==> config.mk <==
export PLATFORM = sky130hd
export DESIGN_NAME = fc_mac_array_flat
export DESIGN_NICKNAME = d
export VERILOG_FILES = /design/src/rtl/fc_mac_array_if.sv /design/src/rtl/fc_mac_array.sv /design/src/flat_wrapper.sv
export SDC_FILE = /design/constraint.sdc
export NUM_CORES = 2
export LEC_CHECK = 0
export CAP_MARGIN = 15
export CORE_MARGIN = 2
export CORE_UTILIZATION = 40
export CTS_CLUSTER_SIZE = 16
export DETAILED_ROUTE_END_ITERATION = 16
export HOLD_SLACK_MARGIN = 0.15
export SLEW_MARGIN = 15
export SYNTH_ARGS = -nofsm -noshare
export SYNTH_HDL_FRONTEND = slang
export SYNTH_SLANG_ARGS = --single-unit
==> constraint.sdc <==
create_clock -name clk -period 6.1 [get_ports clk]
set_input_delay 1.22 -clock clk [delete_from_list [all_inputs] [get_ports clk]]
set_output_delay 1.22 -clock clk [all_outputs]
set_load 0.01 [all_outputs]
==> src/rtl/fc_mac_array_if.sv <==
// fc_mac_array_if: the handshake and data bundle of the fully-connected output stage.
//   start/bias          : inference launch with per-column bias (channel c at [c*B_W +: B_W])
//   in_valid/in_ready   : input beat handshake; in_data is shared, weight is per column
//   out_valid/out_ready : result handshake; out_data holds channel c at [c*OUT_W +: OUT_W]
//   busy                : block is not idle
// master = the upstream/downstream driver, slave = the MAC array.
interface fc_mac_array_if #(
  parameter int NUM_CH = 4,
  parameter int IN_W   = 11,
  parameter int W_W    = 8,
  parameter int B_W    = 8,
  parameter int OUT_W  = 16
);
  logic                       start;
  logic [NUM_CH*B_W-1:0]      bias;
  logic                       in_valid;
  logic                       in_ready;
  logic signed [IN_W-1:0]     in_data;
  logic [NUM_CH*W_W-1:0]      weight;
  logic                       out_valid;
  logic                       out_ready;
  logic [NUM_CH*OUT_W-1:0]    out_data;
  logic                       busy;

  modport master (
    output start, bias, in_valid, in_data, weight, out_ready,
    input  in_ready, out_valid, out_data, busy
  );

  modport slave (
    input  start, bias, in_valid, in_data, weight, out_ready,
    output in_ready, out_valid, out_data, busy
  );
endinterface

==> src/rtl/fc_mac_array.sv <==
// fc_mac_array: NUM_CH neuron columns sharing one serial input stream. Each column
// multiplies every beat by its own weight, accumulates IN_LEN products, adds a
// Q-aligned bias, then rounds half-to-even, optionally applies ReLU and saturates.
// Ports:
//   clk   : clock, rising edge
//   rst_n : synchronous active-low reset
//   bus   : fc_mac_array_if.slave (start/bias, input beat handshake, result handshake, busy)
module fc_mac_array #(
  parameter int NUM_CH = 4,
  parameter int IN_LEN = 256,
  parameter int IN_W   = 11,
  parameter int W_W    = 8,
  parameter int B_W    = 8,
  parameter int FRAC   = 8,
  parameter int ACC_W  = 32,
  parameter int OUT_W  = 16,
  parameter int RELU   = 0
) (
  input  logic          clk,
  input  logic          rst_n,
  fc_mac_array_if.slave bus
);

  localparam int PROD_W = IN_W + W_W;
  localparam int CNT_W  = $clog2(IN_LEN);
  localparam logic [CNT_W-1:0] CNT_LAST = CNT_W'(IN_LEN - 1);
  localparam logic signed [ACC_W-1:0] SAT_MAX = ACC_W'((64'sd1 <<< (OUT_W - 1)) - 64'sd1);
  localparam logic signed [ACC_W-1:0] SAT_MIN = ~SAT_MAX;

  typedef enum logic [2:0] {
    S_IDLE, S_ACC, S_DRAIN, S_BIAS, S_ROUND, S_OUT
  } state_t;

  state_t state, state_nxt;

  logic [CNT_W-1:0]          cnt;
  logic                      vld_p1;
  logic signed [PROD_W-1:0]  prod_p1 [NUM_CH];
  logic signed [ACC_W-1:0]   acc_p2  [NUM_CH];
  logic signed [B_W-1:0]     bias_q  [NUM_CH];
  logic [NUM_CH*OUT_W-1:0]   out_data_q;
  logic                      in_ready_w;
  logic                      beat;

  function automatic logic signed [PROD_W-1:0] mul(input logic signed [IN_W-1:0] x,
                                                   input logic signed [W_W-1:0]  w);
    logic signed [PROD_W-1:0] xe, we;
    xe = {{W_W{x[IN_W-1]}}, x};
    we = {{IN_W{w[W_W-1]}}, w};
    return xe * we;
  endfunction

  function automatic logic signed [ACC_W-1:0] sext_prod(input logic signed [PROD_W-1:0] p);
    return {{(ACC_W-PROD_W){p[PROD_W-1]}}, p};
  endfunction

  function automatic logic signed [ACC_W-1:0] align_bias(input logic signed [B_W-1:0] b);
    logic signed [ACC_W-1:0] t;
    t = {{(ACC_W-B_W){b[B_W-1]}}, b};
    return t <<< FRAC;
  endfunction

  // Round half to even: bump when the dropped part exceeds one half, or equals
  // one half and the kept part is odd.
  function automatic logic signed [ACC_W-1:0] round_rne(input logic signed [ACC_W-1:0] a);
    logic signed [ACC_W-1:0] q;
    logic [FRAC-1:0]         r;
    logic                    up;
    q  = a >>> FRAC;
    r  = a[FRAC-1:0];
    up = r[FRAC-1] & ((|r[FRAC-2:0]) | q[0]);
    return q + ACC_W'(up);
  endfunction

  function automatic logic signed [OUT_W-1:0] relu_sat(input logic signed [ACC_W-1:0] q);
    logic signed [ACC_W-1:0] v;
    v = q;
    if ((RELU != 0) && (v < 0)) v = '0;
    if (v > SAT_MAX)      v = SAT_MAX;
    else if (v < SAT_MIN) v = SAT_MIN;
    return v[OUT_W-1:0];
  endfunction

  assign in_ready_w    = (state == S_ACC);
  assign beat          = bus.in_valid & in_ready_w;
  assign bus.in_ready  = in_ready_w;
  assign bus.out_valid = (state == S_OUT);
  assign bus.busy      = (state != S_IDLE);
  assign bus.out_data  = out_data_q;

  always_ff @(posedge clk) begin
    if (!rst_n) state <= S_IDLE;
    else        state <= state_nxt;
  end

  always_comb begin
    state_nxt = state;
    case (state)
      S_IDLE:  if (bus.start) state_nxt = S_ACC;
      S_ACC:   if (beat && (cnt == CNT_LAST)) state_nxt = S_DRAIN;
      S_DRAIN: state_nxt = S_BIAS;
      S_BIAS:  state_nxt = S_ROUND;
      S_ROUND: state_nxt = S_OUT;
      S_OUT:   if (bus.out_ready) state_nxt = S_IDLE;
      default: state_nxt = S_IDLE;
    endcase
  end

  always_ff @(posedge clk) begin
    if (!rst_n) begin
      cnt        <= '0;
      vld_p1     <= 1'b0;
      out_data_q <= '0;
      for (int c = 0; c < NUM_CH; c++) begin
        prod_p1[c] <= '0;
        acc_p2[c]  <= '0;
        bias_q[c]  <= '0;
      end
    end else begin
      case (state)
        S_IDLE: begin
          if (bus.start) begin
            cnt    <= '0;
            vld_p1 <= 1'b0;
            for (int c = 0; c < NUM_CH; c++) begin
              prod_p1[c] <= '0;
              acc_p2[c]  <= '0;
              bias_q[c]  <= bus.bias[c*B_W +: B_W];
            end
          end
        end
        S_ACC: begin
          // p1: product register, one per column
          vld_p1 <= beat;
          if (beat) begin
            cnt <= cnt + CNT_W'(1);
            for (int c = 0; c < NUM_CH; c++)
              prod_p1[c] <= mul(bus.in_data, bus.weight[c*W_W +: W_W]);
          end
          // p2: accumulate the previous beat's product
          if (vld_p1) begin
            for (int c = 0; c < NUM_CH; c++)
              acc_p2[c] <= acc_p2[c] + sext_prod(prod_p1[c]);
          end
        end
        S_DRAIN: begin
          // p2: last product still in flight
          vld_p1 <= 1'b0;
          if (vld_p1) begin
            for (int c = 0; c < NUM_CH; c++)
              acc_p2[c] <= acc_p2[c] + sext_prod(prod_p1[c]);
          end
        end
        S_BIAS: begin
          for (int c = 0; c < NUM_CH; c++)
            acc_p2[c] <= acc_p2[c] + align_bias(bias_q[c]);
        end
        S_ROUND: begin
          // output register: round, ReLU, saturate
          for (int c = 0; c < NUM_CH; c++)
            out_data_q[c*OUT_W +: OUT_W] <= relu_sat(round_rne(acc_p2[c]));
        end
        default: ;
      endcase
    end
  end

endmodule
==> src/flat_wrapper.sv <==
// flat-port wrapper written by rule: the top's interface ports become plain ports
module fc_mac_array_flat 
#(
  parameter int NUM_CH = 4,
  parameter int IN_LEN = 256,
  parameter int IN_W   = 11,
  parameter int W_W    = 8,
  parameter int B_W    = 8,
  parameter int FRAC   = 8,
  parameter int ACC_W  = 32,
  parameter int OUT_W  = 16,
  parameter int RELU   = 0
)
  (clk, rst_n, bus_start, bus_bias, bus_in_valid, bus_in_data, bus_weight, bus_out_ready, bus_in_ready, bus_out_valid, bus_out_data, bus_busy);
  fc_mac_array_if #(.NUM_CH(NUM_CH), .IN_W(IN_W), .W_W(W_W), .B_W(B_W), .OUT_W(OUT_W)) bus_i ();
  input  logic clk;
  input  logic rst_n;
  input wire logic [$bits(bus_i.start)-1:0] bus_start;
  input wire logic [$bits(bus_i.bias)-1:0] bus_bias;
  input wire logic [$bits(bus_i.in_valid)-1:0] bus_in_valid;
  input wire logic [$bits(bus_i.in_data)-1:0] bus_in_data;
  input wire logic [$bits(bus_i.weight)-1:0] bus_weight;
  input wire logic [$bits(bus_i.out_ready)-1:0] bus_out_ready;
  output wire logic [$bits(bus_i.in_ready)-1:0] bus_in_ready;
  output wire logic [$bits(bus_i.out_valid)-1:0] bus_out_valid;
  output wire logic [$bits(bus_i.out_data)-1:0] bus_out_data;
  output wire logic [$bits(bus_i.busy)-1:0] bus_busy;
  assign bus_i.start = bus_start;
  assign bus_i.bias = bus_bias;
  assign bus_i.in_valid = bus_in_valid;
  assign bus_i.in_data = bus_in_data;
  assign bus_i.weight = bus_weight;
  assign bus_i.out_ready = bus_out_ready;
  assign bus_in_ready = bus_i.in_ready;
  assign bus_out_valid = bus_i.out_valid;
  assign bus_out_data = bus_i.out_data;
  assign bus_busy = bus_i.busy;
  fc_mac_array #(.NUM_CH(NUM_CH), .IN_LEN(IN_LEN), .IN_W(IN_W), .W_W(W_W), .B_W(B_W), .FRAC(FRAC), .ACC_W(ACC_W), .OUT_W(OUT_W), .RELU(RELU)) u_core (.clk(clk), .rst_n(rst_n), .bus(bus_i));
endmodule
# Word-level counts from Yosys, hierarchy flattened
# Memories as Yosys holds them, arrays and structs flattened.
# Cells that the tools add are included.
[word_totals] register_bits=76 mem_bits_rw=236 input_bits=80 out_inout_bits=67 elab_cells=155 memories=3
[mem_list] name="u_core.acc_p2" depth=4 word_bits=32 read_ports=4 rd_ports_with_merged_regs=0 wr=4 line="fc_mac_array.sv:39" source="logic signed [ACC_W-1:0] acc_p2 [NUM_CH];"
[mem_list] name="u_core.prod_p1" depth=4 word_bits=19 read_ports=4 rd_ports_with_merged_regs=0 wr=4 line="fc_mac_array.sv:38" source="logic signed [PROD_W-1:0] prod_p1 [NUM_CH];"
[mem_list] name="u_core.bias_q" depth=4 word_bits=8 read_ports=4 rd_ports_with_merged_regs=0 wr=4 line="fc_mac_array.sv:40" source="logic signed [B_W-1:0] bias_q [NUM_CH];"
[classes] add_sub_neg=13 multipliers=4 n_lt_le_gt_ge=8 n_eq_ne=10 mux=64 bitwise_logic=37 n_reduce_logical=12
[ops] cell="two-way mux 32 bit" n=16
[ops] cell="two-way mux 19 bit" n=8
[ops] cell="adder 32 x 16 -> 32 bit" n=4
[ops] cell="adder 32 x 19 -> 32 bit" n=4
[ops] cell="two-way mux 16 bit" n=8
[ops] cell="adder 24 x 2 -> 25 bit" n=4
[ops] cell="> comparator 25 x 16 -> 1 bit, second input constant" n=4
[ops] cell="less-than comparator 25 x 16 -> 1 bit, second input constant" n=4
[ops] cell="multiplier 11 x 8 -> 19 bit" n=4
[ops] cell="two-way mux 8 bit" n=6
[ops] cell="bitwise OR 1 bit" n=32
[ops] cell="OR reduction 7 bit" n=4
[ops] cell="two-way mux 1 bit" n=20
[ops] cell="one-hot mux 3 bit (6 select lines)" n=1
[ops] cell="one-hot mux 8 bit (2 select lines)" n=1
[ops] cell="two-way mux 3 bit" n=3
[ops] cell="adder 8 x 1 -> 8 bit, second input constant" n=1
[ops] cell="equality test 8 bit, second input constant" n=1
[ops] cell="!= test 2 bit, second input constant" n=4
[ops] cell="equality test 3 x 2 -> 1 bit, second input constant" n=2
[ops] cell="equality test 3 bit, second input constant" n=2
[ops] cell="AND reduction 3 bit" n=2
[ops] cell="nonzero test 3 bit" n=2
[ops] cell="AND 1 bit" n=5
[ops] cell="6 further kinds" n=6

# Logic depth before layout (Yosys ltp)
[depth] word_depth=8 mapped_depth=20 depth_no_buf=19

# Least setup slack after synthesis
# No wires, ideal clock.
[synth_path] path_kind="input to register" from="input bus_in_data[1]" to="memory u_core.prod_p1[1][18] (netlist bit) (data pin)" setup_time_ps=266 t_arrival_ps=5425 t_required_ps=5834 slack_ps=409 stages=18 n_path_buf=1 path_cell_list="clkbuf_1 -> nand2_1 -> fa_1 -> fa_1 -> inv_1 -> fa_1 -> inv_1 -> fa_1 -> inv_1 -> ha_1 -> o21ai_0 -> a21boi_0 -> o21ai_0 -> a21oi_1 -> a211oi_1 -> o41ai_1 -> xnor2_1 -> nor2_1"
[synth_rtl] element="start: declaration" line="flat_wrapper.sv:21" source="input wire logic [$bits(bus_i.in_data)-1:0] bus_in_data;"
[synth_rtl] element="end: declaration" line="fc_mac_array.sv:38"

==> impl_metrics.csv <==
group,metric,value,unit
floorplan,die_h,306,um
detailed_routing,wl_per_cell,17.1,um
floorplan,fp.dieArea,93600,um^2
yosys,syn_inst,4073,
detailed_routing,drt-vias-per-instance,5.30,
yosys,postSynthRegisterBits,312,
clocking,htree_num_levels,2,
detailed_routing,antenna_violating_nets_post_route,0,
yosys,synth-async-reset-ratio,0,%
setup_path,crit_path_max_fanout,13,
global_routing,number_of_antenna_violations_at_the_first_check_in_global_routing,3,
timing,finClkSkew,28.2,ps
clocking,clockBufferDepth,3,
layout,fillCellCount,8638,
detailed_routing,drtPass1Iterations,5,
setup_path,r2r-end,"u_core.acc_p2[3][30]",
layout,syn_to_final_growth,14.3,%
layout,antenna-diode-count,0,
clocking,cts-hold-fix-buffers,0,
timing,final-max-slew-violation-count,0,
layout,most_common_cell_after_layout_fill_and_taps_aside,"sky130_fd_sc_hd__inv_1",
yosys,synth_edf_count,217,
detailed_routing,wl_met3,4230,um
timing,pin_slew_with_the_least_headroom_to_its_limit,1100,ps
setup_path,instance_count_on_the_critical_path,20,
detailed_routing,num_vias,29137,
yosys,synthesis.area,36500,um^2
power,internal_power,0.00741,W
place,place_hpwl,74100,um
power,peakVddDrop,0.000205,V
power,cellPowerDensity,303,nW/um^2
setup_path,startpoint,"bus_in_data[4]",
floorplan,die_w,306,um
clocking,cts_num_sinks,312,
global_routing,grt_start_max_net_pins,108,
clocking,cts_tree,"yes",
yosys,ys_dominant_reg_cell,"sky130_fd_sc_hd__edfxtp_1",
detailed_routing,wl_met1,47100,um
global_routing,grt_pass1_wl,152000,um
timing,final_setup_margin,293,ps
floorplan,core-area,90100,um^2
setup_path,timing.setup.critical_path_class,"input pin to register",
job,cap_viol_max_count,0,
place,io_buffers,146,
timing,maxClockFrequency,0.172,GHz
timing,finalWorstPathRequiredPeriod,5810,ps
setup_path,critical_path.cell_chain,"clkdlybuf4s50_1 > buf_4 > nand2_1 > fa_1 > inv_1 > ha_1 > inv_1 > fa_1 > fa_1 > inv_1 > ha_1 > nor2b_1 > o21ai_0 > a21boi_0 > o21ai_0 > a21oi_1 > a211oi_1 > o41ai_1 > xnor2_1 > nor2_1",
setup_path,critical_path.top_delay_family,"adder cells",
power,power_frac_seq,22.5,%
power,power.combinational.fraction,57.6,%
place,gp_congestion,0.875,
power,fraction_of_power_spent_switching_nets,41.2,%
setup_path,critical_path.endpoint_type,"register",
timing,rsz0062_at_grt,"no",
floorplan,boundaryPins,147,
timing,finalSetupViolCount,0,
clocking,ctsRootBufferMaster,"sky130_fd_sc_hd__clkbuf_16",
yosys,postSynthAreaPerCell,8.95,um^2
setup_path,worstSetupStartpointType,"input pin",
timing,slew-limit-headroom,26.8,%
yosys,post_synth_num_cell_types,87,
detailed_routing,drt_drc_violations_left,0,
setup_path,rr_worst_depth,11,
layout,multiInputGateArea,25800,um^2
yosys,ys_seq_area_share,23.1,%
global_routing,grtUsageTotal,19.9,%
setup_path,worstSetupEndpoint,"u_core.prod_p1[1][18]",
layout,final_cell_mix,"sky130_fd_sc_hd__inv_1 (467), sky130_fd_sc_hd__ha_1 (362), sky130_fd_sc_hd__fa_1 (300)",
timing,totalNegativeSetupSlack,0,ps
global_routing,first_global_vias,28707,
layout,drive_above_1_share,7.26,%
setup_path,cp_data_arrival_time,6080,ps
power,net-switching-power,0.00520,W
setup_path,reg2reg_from,"u_core.acc_p2[3][0]",
hold_path,hold_path_class,"register to register",
place,place_ws,-329,ps
layout,num-nets-final,5037,
floorplan,initial_utilization,40.5,%
timing,fin_worst_hold_slack,459,ps
setup_path,critPathSlowestCell,"sky130_fd_sc_hd__clkdlybuf4s50_1",
clocking,cts.clk_slew.worst_paths,60,ps
setup_path,critical_path_buf_inv_count,5,
detailed_routing,dr.first_iter.drc_count,1982,
floorplan,row_count,110,
timing,post-route-period-util,95.2,%
layout,seq_area,8420,um^2
timing,timing_hold_violations_final,0,
detailed_routing,top_layer_used,"met5",
clocking,clk-insertion-delay-late,580,ps
detailed_routing,routed_wl,94000,um
yosys,synth_warnings,0,
yosys,postSynthNetCount,4815,
power,clockPowerShare,19.9,%
setup_path,timing.reg2reg.setup_slack,2050,ps
clocking,ctsResizeCount,0,
clocking,cts_post_setup_buffers_inserted,0,
setup_path,slowest_delay,600,ps
setup_path,critPathRequiredTime,6380,ps
layout,final_util,46.2,%
clocking,cts_inserted_buffers,39,
outcome,result_of_the_run,"complete, no violations",
power,power.leakage,18.6,nW
global_routing,grt-ovfl-total,0,
detailed_routing,detailroute.wirelength.met2,40600,um
==> tightest hold or removal path, delay by kind of cell (launching register included) <==
family,cells,cell delay [ps]
flops,1,330
compound gates,1,50
simple gates,1,50
==> worst min-delay path by stage <==
| stage | cells past startpoint | from | end |
|---|---|---|---|
| finish | 2 | u_core.bus.out_data[17] | u_core.bus.out_data[17] |
| global placement | 2 | u_core.bus.out_data[17] | u_core.bus.out_data[17] |
| detailed placement | 2 | u_core.bus.out_data[17] | u_core.bus.out_data[17] |
| floorplan | 2 | u_core.prod_p1[2][16] | u_core.prod_p1[2][16] |
| global route | 2 | u_core.prod_p1[2][2] | u_core.prod_p1[2][2] |
| CTS | 2 | u_core.bus.out_data[17] | u_core.bus.out_data[17] |
==> layout make-up <==
cell class                      instances  area share (%)
Tap cell                             1176            3.53
Clock inverter                         20           0.453
Timing Repair Buffer                  319            6.84
Multi-Input combinational cell       3150            61.8
Sequential cell                       312            20.2
Clock buffer                           52            2.89
Inverter                              473            4.26
==> cells in the mapped netlist, types with 33 or more instances <==
library cell / instances / area [um^2]
sky130_fd_sc_hd__fa_1: 300 / 6010
sky130_fd_sc_hd__nand2_1: 289 / 1080
sky130_fd_sc_hd__dfxtp_1: 95 / 1900
sky130_fd_sc_hd__nor2_1: 297 / 1110
sky130_fd_sc_hd__xor2_1: 152 / 1330
sky130_fd_sc_hd__a211oi_1: 52 / 390
sky130_fd_sc_hd__inv_1: 467 / 1750
sky130_fd_sc_hd__and2_1: 284 / 1780
sky130_fd_sc_hd__a21oi_1: 216 / 1080
sky130_fd_sc_hd__o22ai_1: 74 / 463
sky130_fd_sc_hd__xnor2_1: 174 / 1520
sky130_fd_sc_hd__nand3_1: 81 / 405
sky130_fd_sc_hd__ha_1: 362 / 4530
sky130_fd_sc_hd__o21a_1: 38 / 285
sky130_fd_sc_hd__nand2b_1: 39 / 244
sky130_fd_sc_hd__nor3_1: 78 / 390
sky130_fd_sc_hd__a21o_1: 99 / 743
sky130_fd_sc_hd__o211ai_1: 33 / 248
sky130_fd_sc_hd__clkbuf_1: 127 / 477
sky130_fd_sc_hd__edfxtp_1: 217 / 6520
sky130_fd_sc_hd__and3_1: 48 / 300
sky130_fd_sc_hd__o21ai_0: 146 / 731
==> per-layer routing <==
layer	vias up	GRT usage [%]
li1	14530	-
met1	13910	29.2
met2	591	31.1
met3	104	2.16
met4	2	4.83
met5	-	0
==> state kept, by name, summed over array words and instances, names as in the netlist <==
name / count
u_core.prod_p1: 76
u_core.bias_q: 32
u_core.bus.out_data: 64
u_core.vld_p1: 1
u_core.state: 3
u_core.acc_p2: 128
u_core.cnt: 8
==> metrics by stage <==
stage / power, W / cell area (um^2) / std cells
3_3_place_gp: 0.0101 / 40300 / 5430
6_report: 0.0126 / 41700 / 5502
4_1_cts: 0.0127 / 41700 / 5502
5_1_grt: 0.0138 / 41700 / 5502
2_1_floorplan: 0.00798 / 36500 / 4073
3_5_place_dp: 0.0101 / 40300 / 5430
==> kinds of logic (layout without fill, tap and decap cells) <==
family / after synthesis / after routing / share of synthesized area (%)
AO/OA/AOI/OAI: 872 / 872 / 15.8
XOR/XNOR: 326 / 326 / 7.83
adder cells (fa/ha/maj): 662 / 662 / 28.9
buffers and inverters: 611 / 864 / 6.35
flip-flops: 312 / 312 / 23.1
multiplexers: 9 / 9 / 0.278
AND/OR/NAND/NOR: 1281 / 1281 / 17.8
==> power groups by stage <==
stage / logic (W) / registers, W / clock network [W]
2_1_floorplan: 0.00525 / 0.00273 / 0
3_3_place_gp: 0.00721 / 0.00288 / 0
3_5_place_dp: 0.00725 / 0.00288 / 0
4_1_cts: 0.00730 / 0.00284 / 0.00256
5_1_grt: 0.00830 / 0.00287 / 0.00263
6_report: 0.00727 / 0.00284 / 0.00251
Power figures use the tool's default switching activity.
